==> src/rtl/tour_cmd_sequencer.sv <==
// Command sequencer feeding remoteComm: buffers 16-bit Knight commands, issues them one at a time and checks each ack.
// Optional macro SEQ_RETRY_EN: a failed command (bad response or timeout) is re-issued once before erroring.
module tour_cmd_sequencer #(
    parameter int         DEPTH   = 16,
    parameter int         TIMEOUT = 8000000,
    parameter logic [7:0] ACK     = 8'hA5
) (
    input  logic                       clk,
    input  logic                       rst,
    input  logic                       load_wr,
    input  logic [15:0]                load_data,
    input  logic                       start,
    input  logic                       abort,
    output logic [15:0]                cmd,
    output logic                       send_cmd,
    input  logic                       cmd_sent,
    input  logic                       resp_rdy,
    input  logic [7:0]                 resp,
    output logic                       busy,
    output logic                       done,
    output logic                       err,
    output logic [1:0]                 err_code,
    output logic [$clog2(DEPTH+1)-1:0] num_done,
    output logic                       full,
    output logic                       empty
);
    localparam int PW = $clog2(DEPTH);
    localparam int CW = $clog2(DEPTH+1);
    localparam int TW = ($clog2(TIMEOUT+1) > 24) ? $clog2(TIMEOUT+1) : 24;
    localparam logic [TW-1:0] TMAX = '1;
    localparam logic [TW-1:0] TLIM = TW'(TIMEOUT - 1);

    typedef enum logic [2:0] {IDLE, ISSUE, WAIT_SENT, WAIT_RESP, FIN, ERR} state_t;
    state_t state, state_nx;

    logic [15:0]   mem [DEPTH];
    logic [PW-1:0] wr_ptr, rd_ptr;
    logic [CW-1:0] count;
    logic [TW-1:0] timer;
    logic [15:0]   head;
    logic          do_start, do_send, do_pop, do_push, do_ack, do_flush;
    logic          fail, to_err, overflow, timed_out;
    logic [1:0]    fail_code;

    assign head      = mem[rd_ptr];
    assign full      = (count == CW'(DEPTH));
    assign empty     = (count == '0);
    assign busy      = (state == ISSUE) || (state == WAIT_SENT) || (state == WAIT_RESP);
    assign done      = (state == FIN);
    assign timed_out = (timer >= TLIM);
    assign overflow  = load_wr && (busy || full);
    assign do_push   = load_wr && !busy && !full && !do_flush;

`ifdef SEQ_RETRY_EN
    logic [15:0] hold_cmd;
    logic        retried, retry_pend;
    assign do_pop = do_send && !retry_pend;
`else
    assign do_pop = do_send;
`endif

    always_ff @(posedge clk or posedge rst) begin
        if (rst) state <= IDLE;
        else     state <= state_nx;
    end

    always_comb begin
        state_nx  = state;
        do_start  = 1'b0;
        do_send   = 1'b0;
        do_ack    = 1'b0;
        fail      = 1'b0;
        fail_code = 2'b00;
        to_err    = 1'b0;
        do_flush  = 1'b0;
        case (state)
            IDLE: if (start && !empty) begin
                state_nx = ISSUE;
                do_start = 1'b1;
            end
            ISSUE: begin
                do_send  = 1'b1;
                state_nx = WAIT_SENT;
            end
            WAIT_SENT: begin
                if (timed_out) begin
                    fail      = 1'b1;
                    fail_code = 2'b10;
                end else if (cmd_sent) begin
                    state_nx = WAIT_RESP;
                end
            end
            WAIT_RESP: begin
                // A response arriving on the timeout cycle takes precedence.
                if (resp_rdy) begin
                    if (resp == ACK) begin
                        do_ack   = 1'b1;
                        state_nx = empty ? FIN : ISSUE;
                    end else begin
                        fail      = 1'b1;
                        fail_code = 2'b01;
                    end
                end else if (timed_out) begin
                    fail      = 1'b1;
                    fail_code = 2'b10;
                end
            end
            FIN:     state_nx = IDLE;
            ERR:     state_nx = IDLE;
            default: state_nx = IDLE;
        endcase
        if (fail) begin
`ifdef SEQ_RETRY_EN
            if (!retried) state_nx = ISSUE;
            else          to_err   = 1'b1;
`else
            to_err = 1'b1;
`endif
        end
        if (to_err) begin
            state_nx = ERR;
            do_flush = 1'b1;
        end
        // abort overrides everything, including a same-cycle ack or failure
        if (abort) begin
            state_nx = IDLE;
            do_flush = 1'b1;
            do_start = 1'b0;
            do_send  = 1'b0;
            do_ack   = 1'b0;
            fail     = 1'b0;
            to_err   = 1'b0;
        end
    end

    always_ff @(posedge clk) begin
        if (do_push) mem[wr_ptr] <= load_data;
    end

    always_ff @(posedge clk or posedge rst) begin
        if (rst) begin
            wr_ptr   <= '0;
            rd_ptr   <= '0;
            count    <= '0;
            timer    <= '0;
            cmd      <= '0;
            send_cmd <= 1'b0;
            err      <= 1'b0;
            err_code <= 2'b00;
            num_done <= '0;
        end else begin
            send_cmd <= do_send;
            if (do_send) begin
`ifdef SEQ_RETRY_EN
                cmd <= retry_pend ? hold_cmd : head;
`else
                cmd <= head;
`endif
                timer <= '0;
            end else if ((state == WAIT_SENT || state == WAIT_RESP) && timer != TMAX) begin
                timer <= timer + TW'(1);
            end

            if (do_flush) begin
                wr_ptr <= '0;
                rd_ptr <= '0;
                count  <= '0;
            end else begin
                if (do_push) wr_ptr <= wr_ptr + PW'(1);
                if (do_pop)  rd_ptr <= rd_ptr + PW'(1);
                if (do_push && !do_pop)      count <= count + CW'(1);
                else if (do_pop && !do_push) count <= count - CW'(1);
            end

            if (do_start) begin
                err      <= 1'b0;
                err_code <= 2'b00;
                num_done <= '0;
            end
            if (do_ack) num_done <= num_done + CW'(1);
            if (to_err) begin
                err      <= 1'b1;
                err_code <= fail_code;
            end
            if (overflow) begin
                err      <= 1'b1;
                err_code <= 2'b11;
            end
        end
    end

`ifdef SEQ_RETRY_EN
    always_ff @(posedge clk) begin
        if (do_pop) hold_cmd <= head;
    end

    always_ff @(posedge clk or posedge rst) begin
        if (rst) begin
            retried    <= 1'b0;
            retry_pend <= 1'b0;
        end else if (do_flush || do_start) begin
            retried    <= 1'b0;
            retry_pend <= 1'b0;
        end else begin
            if (do_pop)       retried    <= 1'b0;
            else if (do_send) retry_pend <= 1'b0;
            if (fail && !retried) begin
                retried    <= 1'b1;
                retry_pend <= 1'b1;
            end
        end
    end
`endif

endmodule

==> config.mk <==
export PLATFORM = sky130hd
export DESIGN_NAME = tour_cmd_sequencer
export DESIGN_NICKNAME = d
export VERILOG_FILES = /design/src/rtl/tour_cmd_sequencer.sv
export SDC_FILE = /design/constraint.sdc
export NUM_CORES = 1
export LEC_CHECK = 0
export CORE_ASPECT_RATIO = 0.6
export CORE_MARGIN = 2
export CORE_UTILIZATION = 50
export CTS_BUF_LIST = sky130_fd_sc_hd__clkbuf_4 sky130_fd_sc_hd__clkbuf_8
export DETAILED_ROUTE_END_ITERATION = 8
export PLACE_DENSITY = 0.73
export SLEW_MARGIN = 40
export SYNTH_ARGS = -nofsm -noshare
export SYNTH_HDL_FRONTEND = slang
export SYNTH_SLANG_ARGS = --single-unit
==> constraint.sdc <==
create_clock -name clk -period 8.3 [get_ports clk]
set_input_delay 1.66 -clock clk [delete_from_list [all_inputs] [get_ports clk]]
set_output_delay 1.66 -clock clk [all_outputs]
set_load 0.01 [all_outputs]
==> results.yml, run 1 <==
worst_hold_path:
  min_path_type: "flop to flop"
clocking:
  cts.sinks: 321
  root_buffer: "clkbuf_8"
  clk_latency_ps: 590
  holdBufCountCts: 0
  clock_path_buffers: 3
  cts_setup_buffers: 0
  cts_htree_levels: 2
  post_cts_resized: 0
  tritoncts: "yes"
  cts_buffers: 47
  clk_pin_slew_ps: 60
yosys:
  yosysSeqAreaShare_pct: 71.6
  synthFlopType: "edfxtp_1"
  synth-edff-count: 256
  synth_xor_area_share_pct: 2.15
  synth_top_cell_area_share_pct: 59.1
  synth_top_area_cell: "edfxtp_1"
  synth_cells: 699
  synth_fa_ha_area_share_pct: 1.21
  synth_compound_area_share_pct: 1.70
  synth_top_family_by_area: "multiplexers"
  ys_warn_count: 0
  syn_area_um2: 13000
  synth-async-reset-ratio_pct: 20.2
  yosys.area_share.simple_pct: 6.35
  syn_area_per_cell_um2: 18.6
  ys_types: 46
  ys_seq_elements: 321
  synth.top_cells.by_area: "edfxtp_1, mux4_2, dfrtp_1, mux2_2, xor2_1"
  synth.area.mux_share_pct: 15.7
  syn-num-nets: 742
timing:
  fin_crit_sh_pct: 50.7
  tightest_slew_ps: 706
  fmax_mhz: 238
  tns_ps: 0
  rsz0062_at_grt: "false"
  hold_viol_final: 0
  fin_ws_ps: 4090
  period_minus_slack_ps: 4210
  skew_ps: 35.4
  final_max_slew_viol_count: 0
  finalSetupViolations: 0
  slew_headroom_pct: 52.6
placed_design:
  dpl_cell_area_um2: 14100
  dp_hpwl_um: 17200
  place_ws_ps: 3820
  port_buffers: 59
  dp_cells: 1093
  place_congestion: 0.824
final_layout:
  final_area_um2: 15100
  instances_no_fill: 1178
  areaGrowthSynthToFinish_pct: 15.8
  num_antenna_cells: 0
  drive_gt1_share_pct: 25.7
  layout.nets: 834
  layout_common_cells: "edfxtp_1, mux4_2, dfrtp_1"
  final_common_cell: "edfxtp_1"
  nFillCells: 1891
detailed_routing:
  vias_per_cell: 5.90
  firstDrtPassIters: 6
  drt_wl_total_um: 28100
  route.detailed.drc: 0
  routed-via-count: 6954
  drt_iter0_markers: 786
  detail_route.wl_per_cell_um: 23.8
  detail-route-antenna-nets: 0
global_route:
  grt-ovfl-total: 0
  grt_pass1_vias: 7088
  grt_max_degree: 66
  grt_use_total_pct: 21.5
  antenna_found_initial: 0
  grt_pass1_wl_um: 42900
critical_path:
  end_kind: "output port"
  worstPathArrival_ps: 2550
  worst-endpoint-required_ps: 6640
  crit_path_start_kind: "flop"
  criticalPathCategory: "flop to output port"
  path_max_fanout: 5
power:
  intPower_w: 0.00307
  p_total_w: 0.00422
  pwr-share-seq_pct: 47.3
  switching_share_pct: 27.3
  power.switching_w: 0.00115
  power_density_nw_per_um2: 280
  vdd_drop_max_v: 0.000125
  combPwrFrac_pct: 22.9
  p_clk_share_pct: 29.9
  leakagePower_nw: 5.07
outcome:
  outcome: "complete, no violations"
run:
  cap_violations: 0
die:
  core.rowCount: 45
  start_util_pct: 51.1
  coreArea_um2: 25400
  dieArea_um2: 27400
  die_w_um: 212
  ioPinCount: 60
  chipHeight_um: 129
[power groups by stage]
stage	registers (W)	logic (W)	clock network [W]
finish	0.00200	0.000965	0.00126
global route	0.00202	0.00104	0.00136
CTS	0.00200	0.000958	0.00128
detailed placement	0.00203	0.000952	0
global placement	0.00202	0.000927	0
floorplan	0.00198	0.000663	0
[area by class of cell]
type / count / area [um^2] / share of cell area, %
clock inverter: 16 / 101 / 0.673
clock buffer: 68 / 830 / 5.51
sequential: 321 / 9320 / 61.9
timing repair buffer: 73 / 716 / 4.75
tap: 352 / 440 / 2.92
multi-input combinational: 337 / 3620 / 24.0
inverter: 11 / 41.3 / 0.274
[per-stage QoR]
step	hold WS [ps]	util [%]
finish	506	59.2
global route	519	59.2
CTS	509	59.0
detailed placement	495	55.3
global placement	490	55.3
floorplan	503	-
[worst paths after layout]
path                           start        end  slack, ps  depth (start not counted)
max                         count[0]      empty       4090                          3
min                           cmd[5]     cmd[5]        510                          1
max reg2reg                rd_ptr[0]     cmd[6]       5240                          5
min reg2reg                   cmd[5]     cmd[5]        510                          1
max in group asynchronous        rst  rd_ptr[0]       6250                          3
min in group asynchronous        rst   state[0]       1540                          3
[metal layers]
layer	routed length (um)	track usage, %	part of all wire, %	vias to the layer above
li1	-	-	-	2968
met1	12500	32.8	44	3587
met2	12500	31.4	45	353
met3	2640	5.22	9.4	46
met4	456	5.84	1.6	0
met5	0	0	0	-
[cell families (layout without fill, tap and decap cells)]
family / count (synthesis) / after routing
AO/OA/AOI/OAI: 35 / 35
XOR/XNOR: 32 / 32
adder cells (fa/ha/maj): 12 / 12
buffers and inverters: 41 / 168
flip-flops: 321 / 321
multiplexers: 102 / 102
AND/OR/NAND/NOR: 156 / 156
[registers in the layout, indices dropped and copies added (netlist names), 2 cells and up]
register,cells
mem,256
timer,24
cmd,16
count,5
num_done,5
rd_ptr,4
wr_ptr,4
state,3
err_code,2
[Yosys cell counts, types with 2 or more instances]
| cell | instances |
|---|---|
| nor4_1 | 2 |
| nand2_1 | 27 |
| mux2_2 | 17 |
| mux2i_1 | 5 |
| nor3b_1 | 5 |
| and3_1 | 6 |
| nor3_1 | 9 |
| a31oi_1 | 3 |
| inv_1 | 11 |
| nand4_1 | 7 |
| and2_1 | 13 |
| dfrtp_1 | 65 |
| and4_1 | 3 |
| xnor2_1 | 11 |
| ha_1 | 11 |
| edfxtp_1 | 256 |
| mux4_2 | 80 |
| nor2_1 | 45 |
| a21oi_1 | 9 |
| a21o_1 | 2 |
| nand4b_1 | 3 |
| nand2b_1 | 4 |
| xor2_1 | 21 |
| nand3_1 | 17 |
| o21ai_0 | 10 |
| clkbuf_1 | 18 |
| buf_1 | 4 |
| buf_2 | 6 |
| nor4bb_1 | 2 |
| nor2b_1 | 3 |
| or3_1 | 4 |
| o211ai_1 | 6 |
[worst max-delay path, cell delays in order, from the launching register on]
cell and delay [ps]:
dfrtp_1 430, nor4_1 500, nor2b_1 440, clkdlybuf4s50_1 620
Note: power is estimated with default switching activity, not from simulation.
==> inputs of run 2 (changes only) <==
PLACE_DENSITY = 0.76   (was 0.73)
clock period = 3.7 ns   (was 8.3 ns; I/O delays follow)
==> results.yml, run 2 (synthesis gave the netlist of run 1 again) <==
timing:
  fin_crit_sh_pct: 86.1
  finalSetupViolations: 0
  final_max_slew_viol_count: 0
  tns_ps: 0
  tightest_slew_ps: 704
  hold_viol_final: 0
  slew_headroom_pct: 53.1
  skew_ps: 23.8
  fmax_mhz: 314
  rsz0062_at_grt: "false"
  whs_ps: 511
  period_minus_slack_ps: 3180
critical_path:
  criticalPathCategory: "flop to output port"
  crit_family: "simple AND/OR/NAND/NOR gates"
  worstSetupStartpoint: "count[0]"
  crit_chain: "nor4_1, nor2b_1, clkdlybuf4s50_1"
  max_stage_delay_ps: 610
  critPathSlowestCell: "clkdlybuf4s50_1"
  crit_path_start_kind: "flop"
  path_max_fanout: 5
  end_kind: "output port"
  path_buf_inv: 1
  worst-endpoint-required_ps: 2960
  worstPathArrival_ps: 2440
  r2r-start: "state[0]"
clocking:
  cts_htree_levels: 2
  clk_pin_slew_ps: 60
  cts_setup_buffers: 0
  tritoncts: "yes"
  clk_latency_ps: 570
  root_buffer: "clkbuf_8"
  post_cts_resized: 0
  cts_buffers: 45
  holdBufCountCts: 0
  clock_path_buffers: 3
  cts.sinks: 321
power:
  pwr-share-seq_pct: 47.2
  power.switching_w: 0.00257
  switching_share_pct: 27.1
  vdd_drop_max_v: 0.000403
  intPower_w: 0.00690
  leakagePower_nw: 5.16
  power_density_nw_per_um2: 624
  p_clk_share_pct: 29.7
  combPwrFrac_pct: 23.1
outcome:
  outcome: "complete, no violations"
worst_hold_path:
  min_path_type: "flop to flop"
  min-delay-start: "cmd[2]"
final_layout:
  nFillCells: 1869
  largestRegisters: "mem: 256 flops, timer: 24 flops, cmd: 16 flops"
  num_antenna_cells: 0
  drive_gt1_share_pct: 26.7
  instances_no_fill: 1195
  areaGrowthSynthToFinish_pct: 16.7
  top_register: "mem"
  layout.nets: 849
  final_common_cell: "edfxtp_1"
  final_area_um2: 15200
  layout_common_cells: "edfxtp_1, mux4_2, dfrtp_1"
  largest_register_ffs: 256
detailed_routing:
  detail_route.wl_per_cell_um: 23.4
  drt_wl_total_um: 27900
  firstDrtPassIters: 5
  vias_per_cell: 5.86
  route.detailed.drc: 0
  detail-route-antenna-nets: 0
  routed-via-count: 7003
  drt_iter0_markers: 763
die:
  dieArea_um2: 27400
  core.rowCount: 45
  coreArea_um2: 25400
  die_w_um: 212
  start_util_pct: 51.1
  chipHeight_um: 129
  ioPinCount: 60
global_route:
  antenna_found_initial: 0
  grt_use_total_pct: 21.4
  grt_pass1_wl_um: 42700
  grt-ovfl-total: 0
  grt_max_degree: 41
  grt_pass1_vias: 7271
placed_design:
  place_congestion: 0.884
  dpl_cell_area_um2: 14200
  dp_hpwl_um: 17600
  port_buffers: 59
  dp_cells: 1111
run:
  cap_violations: 0
run 2: cell types whose count changed in the layout (fill, tap and decap cells not counted), moves of 2 or more:
cell      previous run  this run
and2_1               5        13
nor3b_4              4         0
buf_12               1         3
clkbuf_8            51        53
clkinv_1             8         5
buf_6                2         0
buf_4               11        28
and2_2               8         0
nor3b_2              0         4
clkbuf_4            17        21
run 2: power groups by stage:
| stage | clock, W | combinational (W) | sequential, W |
|---|---|---|---|
| 6_report | 0.00281 | 0.00219 | 0.00447 |
| 5_1_grt | 0.00303 | 0.00236 | 0.00451 |
| 4_1_cts | 0.00288 | 0.00221 | 0.00447 |
| 3_5_place_dp | 0 | 0.00220 | 0.00454 |
| 3_3_place_gp | 0 | 0.00211 | 0.00452 |
| 2_1_floorplan | 0 | 0.00149 | 0.00444 |
run 2: routing by layer:
layer | global-route usage (%) | vias up | part of all wire (%) | wire [um]
met2 | 32.8 | 329 | 46 | 12900
li1 | - | 2988 | - | -
met5 | 0 | - | 0 | 0
met1 | 30.9 | 3636 | 42 | 11700
met4 | 6.29 | 0 | 2.2 | 601
met3 | 5.54 | 50 | 9.8 | 2740
run 2: cell type report:
cell class                 count  area [um^2]  area share [%]
inverter                      11         41.3           0.272
timing repair buffer          90          861            5.67
clock inverter                10         46.3           0.305
clock buffer                  74          887            5.84
sequential                   321         9320            61.4
tap                          352          440            2.90
multi-input combinational    337         3580            23.6
run 2: through the flow:
stage | setup slack [ps] | util (%) | total power (W)
5_1_grt | 384 | 59.6 | 0.00991
4_1_cts | 498 | 59.6 | 0.00956
3_3_place_gp | 613 | 55.9 | 0.00663
3_5_place_dp | 580 | 55.9 | 0.00674
2_1_floorplan | 809 | - | 0.00593
6_report | 515 | 59.6 | 0.00948
run 2: path summary, 6_finish.rpt:
check | slack, ps | cells past startpoint | end
min reg2reg | 510 | 1 | cmd[2]
min | 510 | 1 | cmd[2]
max in group asynchronous | 2620 | 3 | rd_ptr[3]
max | 520 | 3 | empty
min in group asynchronous | 550 | 3 | cmd[1]
max reg2reg | 810 | 11 | count[4]
==> inputs of run 3 (changes only) <==
PLACE_DENSITY = 0.73   (was 0.76)
clock period = 3.9 ns   (was 3.7 ns; I/O delays follow)
==> results.yml, run 3 (synthesis gave the netlist of run 1 again) <==
final_layout:
  final_core_util_pct: 59.3
  largestRegisters: "mem: 256 flops, timer: 24 flops, cmd: 16 flops"
  areaGrowthSynthToFinish_pct: 16.0
  num_antenna_cells: 0
  layout.nets: 843
  top_register: "mem"
  largest_register_ffs: 256
  layout_common_cells: "edfxtp_1, mux4_2, dfrtp_1"
  drive_gt1_share_pct: 25.7
  nFillCells: 1846
  final_common_cell: "edfxtp_1"
  seq_area_um2: 9320
  multi_input_area_um2: 3590
  instances_no_fill: 1185
outcome:
  outcome: "complete, no violations"
critical_path:
  crit_path_start_kind: "flop"
  worstPathArrival_ps: 2450
  criticalPathCategory: "flop to output port"
  max_stage_delay_ps: 610
  end_kind: "output port"
  path_max_fanout: 5
  rrSetupSlack_ps: 970
  worst-endpoint-required_ps: 3120
  crit_chain: "nor4_1, nor2b_1, clkdlybuf4s50_1"
  critPathSlowestCell: "clkdlybuf4s50_1"
die:
  ioPinCount: 60
  die_w_um: 212
  chipHeight_um: 129
  dieArea_um2: 27400
  start_util_pct: 51.1
  coreArea_um2: 25400
  core.rowCount: 45
timing:
  finalSetupViolations: 0
  final_max_slew_viol_count: 0
  period_minus_slack_ps: 3230
  rsz0062_at_grt: "false"
  tightest_slew_ps: 665
  hold_viol_final: 0
  fin_crit_sh_pct: 82.9
  tns_ps: 0
  whs_ps: 513
  slew_headroom_pct: 55.5
  fmax_mhz: 309
  skew_ps: 22.7
clocking:
  cts_buffers: 45
  cts.sinks: 321
  cts_setup_buffers: 0
  cts_htree_levels: 2
  clk_latency_ps: 560
  tritoncts: "yes"
  post_cts_resized: 0
  holdBufCountCts: 0
  root_buffer: "clkbuf_8"
  clock_path_buffers: 3
  clk_pin_slew_ps: 60
detailed_routing:
  firstDrtPassIters: 5
  routed-via-count: 6867
  drt_iter0_markers: 783
  drt_wl_total_um: 26700
  vias_per_cell: 5.79
  detail_route.wl_per_cell_um: 22.5
  detail-route-antenna-nets: 0
  route.detailed.drc: 0
placed_design:
  port_buffers: 59
  dp_cells: 1105
  dp_hpwl_um: 17000
  place_congestion: 0.794
power:
  p_total_w: 0.00884
  vdd_drop_max_v: 0.000289
  power_density_nw_per_um2: 586
  leakagePower_nw: 5.10
run:
  cap_violations: 0
worst_hold_path:
  min_path_type: "flop to flop"
global_route:
  grt_max_degree: 36
  grt_use_total_pct: 20.4
  grt_pass1_vias: 6984
  grt-ovfl-total: 0
  grt_pass1_wl_um: 41200
  antenna_found_initial: 0
## run 3: cell type report
class | count | area share (%)
sequential | 321 | 61.8
multi-input combinational | 337 | 23.8
timing repair buffer | 84 | 5.41
clock buffer | 63 | 5.17
tap | 352 | 2.92
clock inverter | 17 | 0.680
inverter | 11 | 0.282
## run 3: layer usage
| layer | vias up | share of wire, % | global-route usage (%) |
|---|---|---|---|
| met5 | - | 0 | 0 |
| met3 | 31 | 6.3 | 3.86 |
| met4 | 0 | 1.1 | 4.52 |
| met2 | 261 | 47 | 31.4 |
| li1 | 2980 | - | - |
| met1 | 3595 | 46 | 30.8 |
## run 3: per-stage QoR
step | setup slack, ps | area [um^2]
2_1_floorplan | 984 | 13000
3_3_place_gp | 737 | 14200
3_5_place_dp | 698 | 14200
4_1_cts | 642 | 15100
5_1_grt | 468 | 15100
6_report | 666 | 15100
## run 3: path summary, 6_finish.rpt
kind                            startpoint   endpoint  cells past startpoint
worst max-delay path              count[0]      empty                      3
worst min-delay path               cmd[12]    cmd[12]                      1
min in group asynchronous              rst  timer[10]                      2
worst max register to register    state[0]   count[4]                     11
max in group asynchronous              rst  rd_ptr[0]                      3
worst min register to register     cmd[12]    cmd[12]                      1
## run 3: report_power, final
group          total [W]  internal, W  switching [W]
registers        0.00420      0.00397       0.000236
clock network    0.00256      0.00136        0.00120
logic            0.00208      0.00113       0.000945
total            0.00884      0.00646        0.00238
## run 3: critical path, delay by kind of cell (launching register included)
kind / cells / cell delay (ps)
simple gates: 2 / 850
flops: 1 / 440
buf+inv: 1 / 610
